`src/rtl/mem_arbiter.sv`:
```
// mem_arbiter: shares one single-ported memory bus between instruction
// fetch (IF) and load/store (MEM). Each request becomes exactly one
// registered bus transaction: IDLE -> BUS_x -> RESP -> IDLE.
// MEM has priority. A saturating starvation counter forces an IF win after
// STARVE_MAX consecutive lost arbitrations.
//
// Ports:
//   clk, rst                  clock, async active-high reset
//   if_req/if_addr            fetch request, held until if_ack
//   if_ack/if_rdata           one-cycle ack, selected 32-bit word
//   mem_req/we/addr/wdata/wstrb  data request, held until mem_ack
//   mem_ack/mem_rdata         one-cycle ack, raw 64-bit word
//   bus_req/we/addr/wdata/wstrb  registered memory-side request
//   bus_ack/bus_rdata         memory completion and read data
//   busy                      high whenever not IDLE
module mem_arbiter #(
  parameter int STARVE_MAX = 4
) (
  input  logic        clk,
  input  logic        rst,
  input  logic        if_req,
  input  logic [63:0] if_addr,
  output logic        if_ack,
  output logic [31:0] if_rdata,
  input  logic        mem_req,
  input  logic        mem_we,
  input  logic [63:0] mem_addr,
  input  logic [63:0] mem_wdata,
  input  logic [7:0]  mem_wstrb,
  output logic        mem_ack,
  output logic [63:0] mem_rdata,
  output logic        bus_req,
  output logic        bus_we,
  output logic [63:0] bus_addr,
  output logic [63:0] bus_wdata,
  output logic [7:0]  bus_wstrb,
  input  logic        bus_ack,
  input  logic [63:0] bus_rdata,
  output logic        busy
);

  localparam logic [3:0] STARVE_LIM = 4'(STARVE_MAX);

  typedef enum logic [1:0] {IDLE, BUS_IF, BUS_MEM, RESP} state_t;

  state_t      state_q, state_d;
  logic        bus_req_q, bus_req_d;
  logic        bus_we_q, bus_we_d;
  logic [63:0] bus_addr_q, bus_addr_d;
  logic [63:0] bus_wdata_q, bus_wdata_d;
  logic [7:0]  bus_wstrb_q, bus_wstrb_d;
  logic        word_sel_q, word_sel_d;
  logic [3:0]  starve_cnt_q, starve_cnt_d;
  logic        if_ack_q, if_ack_d;
  logic        mem_ack_q, mem_ack_d;
  logic [31:0] if_rdata_q, if_rdata_d;
  logic [63:0] mem_rdata_q, mem_rdata_d;

  always_ff @(posedge clk or posedge rst) begin
    if (rst) begin
      state_q      <= IDLE;
      bus_req_q    <= 1'b0;
      bus_we_q     <= 1'b0;
      bus_addr_q   <= '0;
      bus_wdata_q  <= '0;
      bus_wstrb_q  <= '0;
      word_sel_q   <= 1'b0;
      starve_cnt_q <= '0;
      if_ack_q     <= 1'b0;
      mem_ack_q    <= 1'b0;
      if_rdata_q   <= '0;
      mem_rdata_q  <= '0;
    end else begin
      state_q      <= state_d;
      bus_req_q    <= bus_req_d;
      bus_we_q     <= bus_we_d;
      bus_addr_q   <= bus_addr_d;
      bus_wdata_q  <= bus_wdata_d;
      bus_wstrb_q  <= bus_wstrb_d;
      word_sel_q   <= word_sel_d;
      starve_cnt_q <= starve_cnt_d;
      if_ack_q     <= if_ack_d;
      mem_ack_q    <= mem_ack_d;
      if_rdata_q   <= if_rdata_d;
      mem_rdata_q  <= mem_rdata_d;
    end
  end

  always_comb begin
    state_d      = state_q;
    bus_req_d    = bus_req_q;
    bus_we_d     = bus_we_q;
    bus_addr_d   = bus_addr_q;
    bus_wdata_d  = bus_wdata_q;
    bus_wstrb_d  = bus_wstrb_q;
    word_sel_d   = word_sel_q;
    starve_cnt_d = starve_cnt_q;
    if_ack_d     = 1'b0;
    mem_ack_d    = 1'b0;
    if_rdata_d   = if_rdata_q;
    mem_rdata_d  = mem_rdata_q;

    unique case (state_q)
      IDLE: begin
        // MEM wins unless IF has already lost STARVE_MAX times in a row.
        if (mem_req && !(if_req && starve_cnt_q == STARVE_LIM)) begin
          state_d     = BUS_MEM;
          bus_req_d   = 1'b1;
          bus_we_d    = mem_we;
          bus_addr_d  = mem_addr;
          bus_wdata_d = mem_wdata;
          bus_wstrb_d = mem_wstrb;
          // Counter is below the limit here whenever IF is waiting, so a
          // plain increment already saturates at STARVE_MAX.
          if (if_req) starve_cnt_d = starve_cnt_q + 4'd1;
        end else if (if_req) begin
          state_d      = BUS_IF;
          bus_req_d    = 1'b1;
          bus_we_d     = 1'b0;
          bus_addr_d   = if_addr;
          bus_wdata_d  = '0;
          bus_wstrb_d  = '0;
          word_sel_d   = if_addr[2];
          starve_cnt_d = '0;
        end
      end
      BUS_IF, BUS_MEM: begin
        if (bus_ack) begin
          state_d     = RESP;
          bus_req_d   = 1'b0;
          if_ack_d    = (state_q == BUS_IF);
          mem_ack_d   = (state_q == BUS_MEM);
          // Both read views refresh on every completion and then hold.
          mem_rdata_d = bus_rdata;
          if_rdata_d  = word_sel_q ? bus_rdata[63:32] : bus_rdata[31:0];
        end
      end
      RESP: state_d = IDLE;
      default: state_d = IDLE;
    endcase
  end

  assign if_ack    = if_ack_q;
  assign mem_ack   = mem_ack_q;
  assign if_rdata  = if_rdata_q;
  assign mem_rdata = mem_rdata_q;
  assign bus_req   = bus_req_q;
  assign bus_we    = bus_we_q;
  assign bus_addr  = bus_addr_q;
  assign bus_wdata = bus_wdata_q;
  assign bus_wstrb = bus_wstrb_q;
  assign busy      = (state_q != IDLE);

endmodule

```
`config.mk`:
```
export PLATFORM = sky130hd
export DESIGN_NAME = mem_arbiter
export DESIGN_NICKNAME = d
export VERILOG_FILES = /design/src/rtl/mem_arbiter.sv
export SDC_FILE = /design/constraint.sdc
export NUM_CORES = 1
export LEC_CHECK = 0
export CAP_MARGIN = 20
export CORE_AREA = 2 2 199 201
export CTS_CLUSTER_SIZE = 28
export DETAILED_ROUTE_END_ITERATION = 12
export DIE_AREA = 0 0 201 203
export PLACE_DENSITY_LB_ADDON = 0.15
export SKIP_LAST_GASP = 1
export SLEW_MARGIN = 20
export SYNTH_ARGS = -nofsm -noshare
export SYNTH_HDL_FRONTEND = slang
export SYNTH_SLANG_ARGS = --single-unit
```
`constraint.sdc`:
```
create_clock -name clk -period 7.7 [get_ports clk]
set_clock_uncertainty 0.05 [all_clocks]
set_input_delay 1.54 -clock clk [delete_from_list [all_inputs] [get_ports clk]]
set_output_delay 1.54 -clock clk [all_outputs]
set_load 0.005 [all_outputs]
```
==> summary.txt <==
Met1 Resource Use GR - 22.1%
Max-Cap Viols - 0
Final #Nets - 1754
Measured slew at the worst slew-check pin - 1070 ps
CTS buffer count - 30
Total Die Area - 0.0408 sq mm
I/O Pins - 507
Critical R2R Capture - bus_addr[45]$_DFFE_PP0P_
Worst-path clk slew - 60 ps
Synth Warn # - 0
Combinational share of power - 46.1%
Hold Path Sink - if_rdata[23]$_DFFE_PP0P_
Internal power - 4480 uW
Synth top cells by count - nand2_1 (310), dfrtp_1 (243), o21ai_1 (74)
Initial Utilization - 27.4%
Synth top area cells - dfrtp_1 (58%), nand2_1 (11%), mux2_2 (6.8%)
Achievable Freq - 0.228 GHz
Routed WL - 39200 um
Vias per cell - 4.61
Synth cell types - 35
Slew Limit Headroom - 28.6%
Syn_nets - 1289
EDFF count, synth - 0
Critical path class - reg2out
Drt pass-1 iters - 4
Worst hold path cell count - 2
H-tree depth - 1
Share of cells above drive strength 1 - 8.67%
Final Worst Setup Slack - 3320 ps
Per-cell routed wire length - 19.4 um
WP data arrival - 2790 ps
Clock root cell - clkbuf_16
Area delta synth->final - 60.2%
Reg-to-reg slack, setup - 4590 ps
Worst r2r path cells - 7
Largest area contributor in the netlist - dfrtp_1
Tcrit/Tclk final - 56.9%
First-pass GRT wire length - 59100 um
PostCTS Resize Cnt - 0
Hold Vio Cnt, Final - 0
Top_reg_cell synth - dfrtp_1
Synth top area share - 57.7%
Setup Buffers After CTS - 0
TritonCTS clock tree - built
GPL Wtd Cong - 0.811
Drt first-iter violations - 423
Core footprint - 0.0385 sq mm
Clk_lat worst skew - 550 ps
Largest net degree at the start of global routing - 166
Die height - 203 um
Mapped cell area - 0.0105 sq mm
RSZ-0062 raised after global routing - no
Async set-reset flop share out of synthesis - 100%
Count of buffers from port buffering - 506
Min-delay src - if_rdata[23]$_DFFE_PP0P_
Die width - 201 um
Most frequent cell after synthesis - nand2_1
Sequential share of power - 33.7%
Count of final setup violators - 0
Total gr overflow - 0
Reg2reg start - state_q[1]$_DFFE_PP0P_
Fin crit period - 4380 ps
Crit start category - flip-flop
Worst VDD drop - 168 uV
Post-route DRC - 0
Cells after Synth - 1013
Net Sw Frac - 33.2%
FP Rows - 72
Power Dens Cells - 398 mW/mm^2
Routed vias - 9308
CP endpoint kind - primary output
Area after DPL - 0.0159 sq mm
Setup TNS - 0 ps
HPWL Detailed - 27100 um
#FFs+latches synth - 243
Critical Path Fanout Max - 50
Switching power - 2230 uW
Vias in the first global route - 9522
Grt met3 use - 7.32%
Clk pwr share - 20.2%
CTS Sinks - 243
Hold WC Path Type - reg2reg
Pre-CTS setup slack - 3310 ps
Initial antenna violation count - 3
Seq/Total Area, Yosys - 57.7%
Fillers - 3781
M2 GR Usage - 31.1%
Clock tree buffer depth - 3
Finished Cell Area - 0.0169 sq mm
Hold-fix buffers, CTS - 0
Static Leak - 0.00689 uW
Avg Cell Area, Syn - 10.4 sq um
GR Util All Layers - 18.6%
Crit path from - state_q[1]$_DFFE_PP0P_
Worst EP required - 6110 ps
Antenna-violating nets left - 0
Status - completed
Max Transition Viols Final - 0
GRT busiest layer - met2
## cells in the final DEF, fill, tap and decap left out, types with 2 or more instances in the layout
| cell type | n |
|---|---|
| a31oi_1 | 3 |
| and2_1 | 2 |
| buf_16 | 2 |
| buf_4 | 9 |
| clkbuf_1 | 12 |
| clkbuf_16 | 30 |
| clkbuf_8 | 5 |
| clkdlybuf4s50_1 | 505 |
| clkinv_2 | 4 |
| clkinvlp_4 | 2 |
| dfrtp_1 | 242 |
| diode_2 | 2 |
| ha_1 | 5 |
| inv_1 | 6 |
| mux2_2 | 64 |
| mux2i_1 | 34 |
| nand2_1 | 308 |
| nand2_4 | 2 |
| nand3_1 | 2 |
| nand4_1 | 63 |
| nor2_1 | 3 |
| o211ai_1 | 63 |
| o21ai_0 | 36 |
| o21ai_1 | 73 |
| o2bb2ai_1 | 2 |
| o31ai_1 | 2 |
## stage by stage
| stage | power, uW | hold slack, ps | instances | utilization, % |
|---|---|---|---|---|
| 2_1_floorplan | 3610 | 423 | 1013 | - |
| 3_3_place_gp | 5380 | 412 | 1962 | 41.3 |
| 3_5_place_dp | 5410 | 421 | 1962 | 41.3 |
| 4_1_cts | 6810 | 433 | 2016 | 43.7 |
| 5_1_grt | 7190 | 452 | 2020 | 43.9 |
| 6_report | 6710 | 424 | 2020 | 43.9 |
## how the worst max path moves through the flow
stage | end | slack [ps] | cells after the start
CTS | busy | 3280 | 5
floorplan | bus_addr[0]$_DFFE_PP0P_ | 2920 | 1
global placement | bus_addr[38]$_DFFE_PP0P_ | 3310 | 6
detailed placement | bus_addr[58]$_DFFE_PP0P_ | 3310 | 6
finish | busy | 3320 | 5
global route | busy | 3170 | 5
## critical path: stages (launching register included)
cell	delay, ps
dfrtp_1	380
inv_1	130
ha_2	520
buf_4	600
inv_2	100
clkdlybuf4s50_1	500
## layout make-up
cell class | instances | area [sq um] | area share, %
Antenna cell | 2 | 5.00 | 0.0296
Clock buffer | 47 | 865 | 5.12
Clock inverter | 7 | 73.8 | 0.437
Inverter | 8 | 33.8 | 0.200
Multi-Input combinational cell | 677 | 3970 | 23.5
Sequential cell | 243 | 6080 | 36.0
Tap cell | 518 | 648 | 3.84
Timing Repair Buffer | 518 | 5200 | 30.8
## metal layers
| layer | up-vias | wire [um] |
|---|---|---|
| met4 | 2 | 963 |
| met3 | 50 | 3960 |
| met5 | - | 13 |
| met1 | 4440 | 15600 |
| li1 | 4439 | - |
| met2 | 377 | 18700 |
## power by group through the flow
stage          combinational [uW]  clock (uW)  sequential, uW
3_3_place_gp                 3120           0            2260
4_1_cts                      3140        1400            2270
3_5_place_dp                 3130           0            2280
2_1_floorplan                1300           0            2310
6_report                     3100        1350            2260
5_1_grt                      3380        1460            2350
## logic make-up (layout without fill, tap and decap cells)
| group | Yosys count | count (layout) | synth area share (%) |
|---|---|---|---|
| AOI/OAI and AO/OA | 185 | 185 | 10.6 |
| and+or+nand+nor | 387 | 387 | 15.8 |
| muxes | 99 | 99 | 10.2 |
| buffers and inverters | 93 | 580 | 5.03 |
| adders and majority gates | 6 | 6 | 0.712 |
| other | 0 | 2 | 0 |
| DFF | 243 | 243 | 57.7 |
## registers in the layout, indices dropped and copies added, names as in the netlist
| name | flops |
|---|---|
| bus_req | 1 |
| mem_ack | 1 |
| bus_wdata | 64 |
| starve_cnt_q | 4 |
| if_ack | 1 |
| bus_wstrb | 8 |
| bus_addr | 64 |
| mem_rdata | 64 |
| bus_we | 1 |
| if_rdata | 32 |
| word_sel_q | 1 |
| state_q | 2 |
Note: power is estimated with default switching activity, not from simulation.
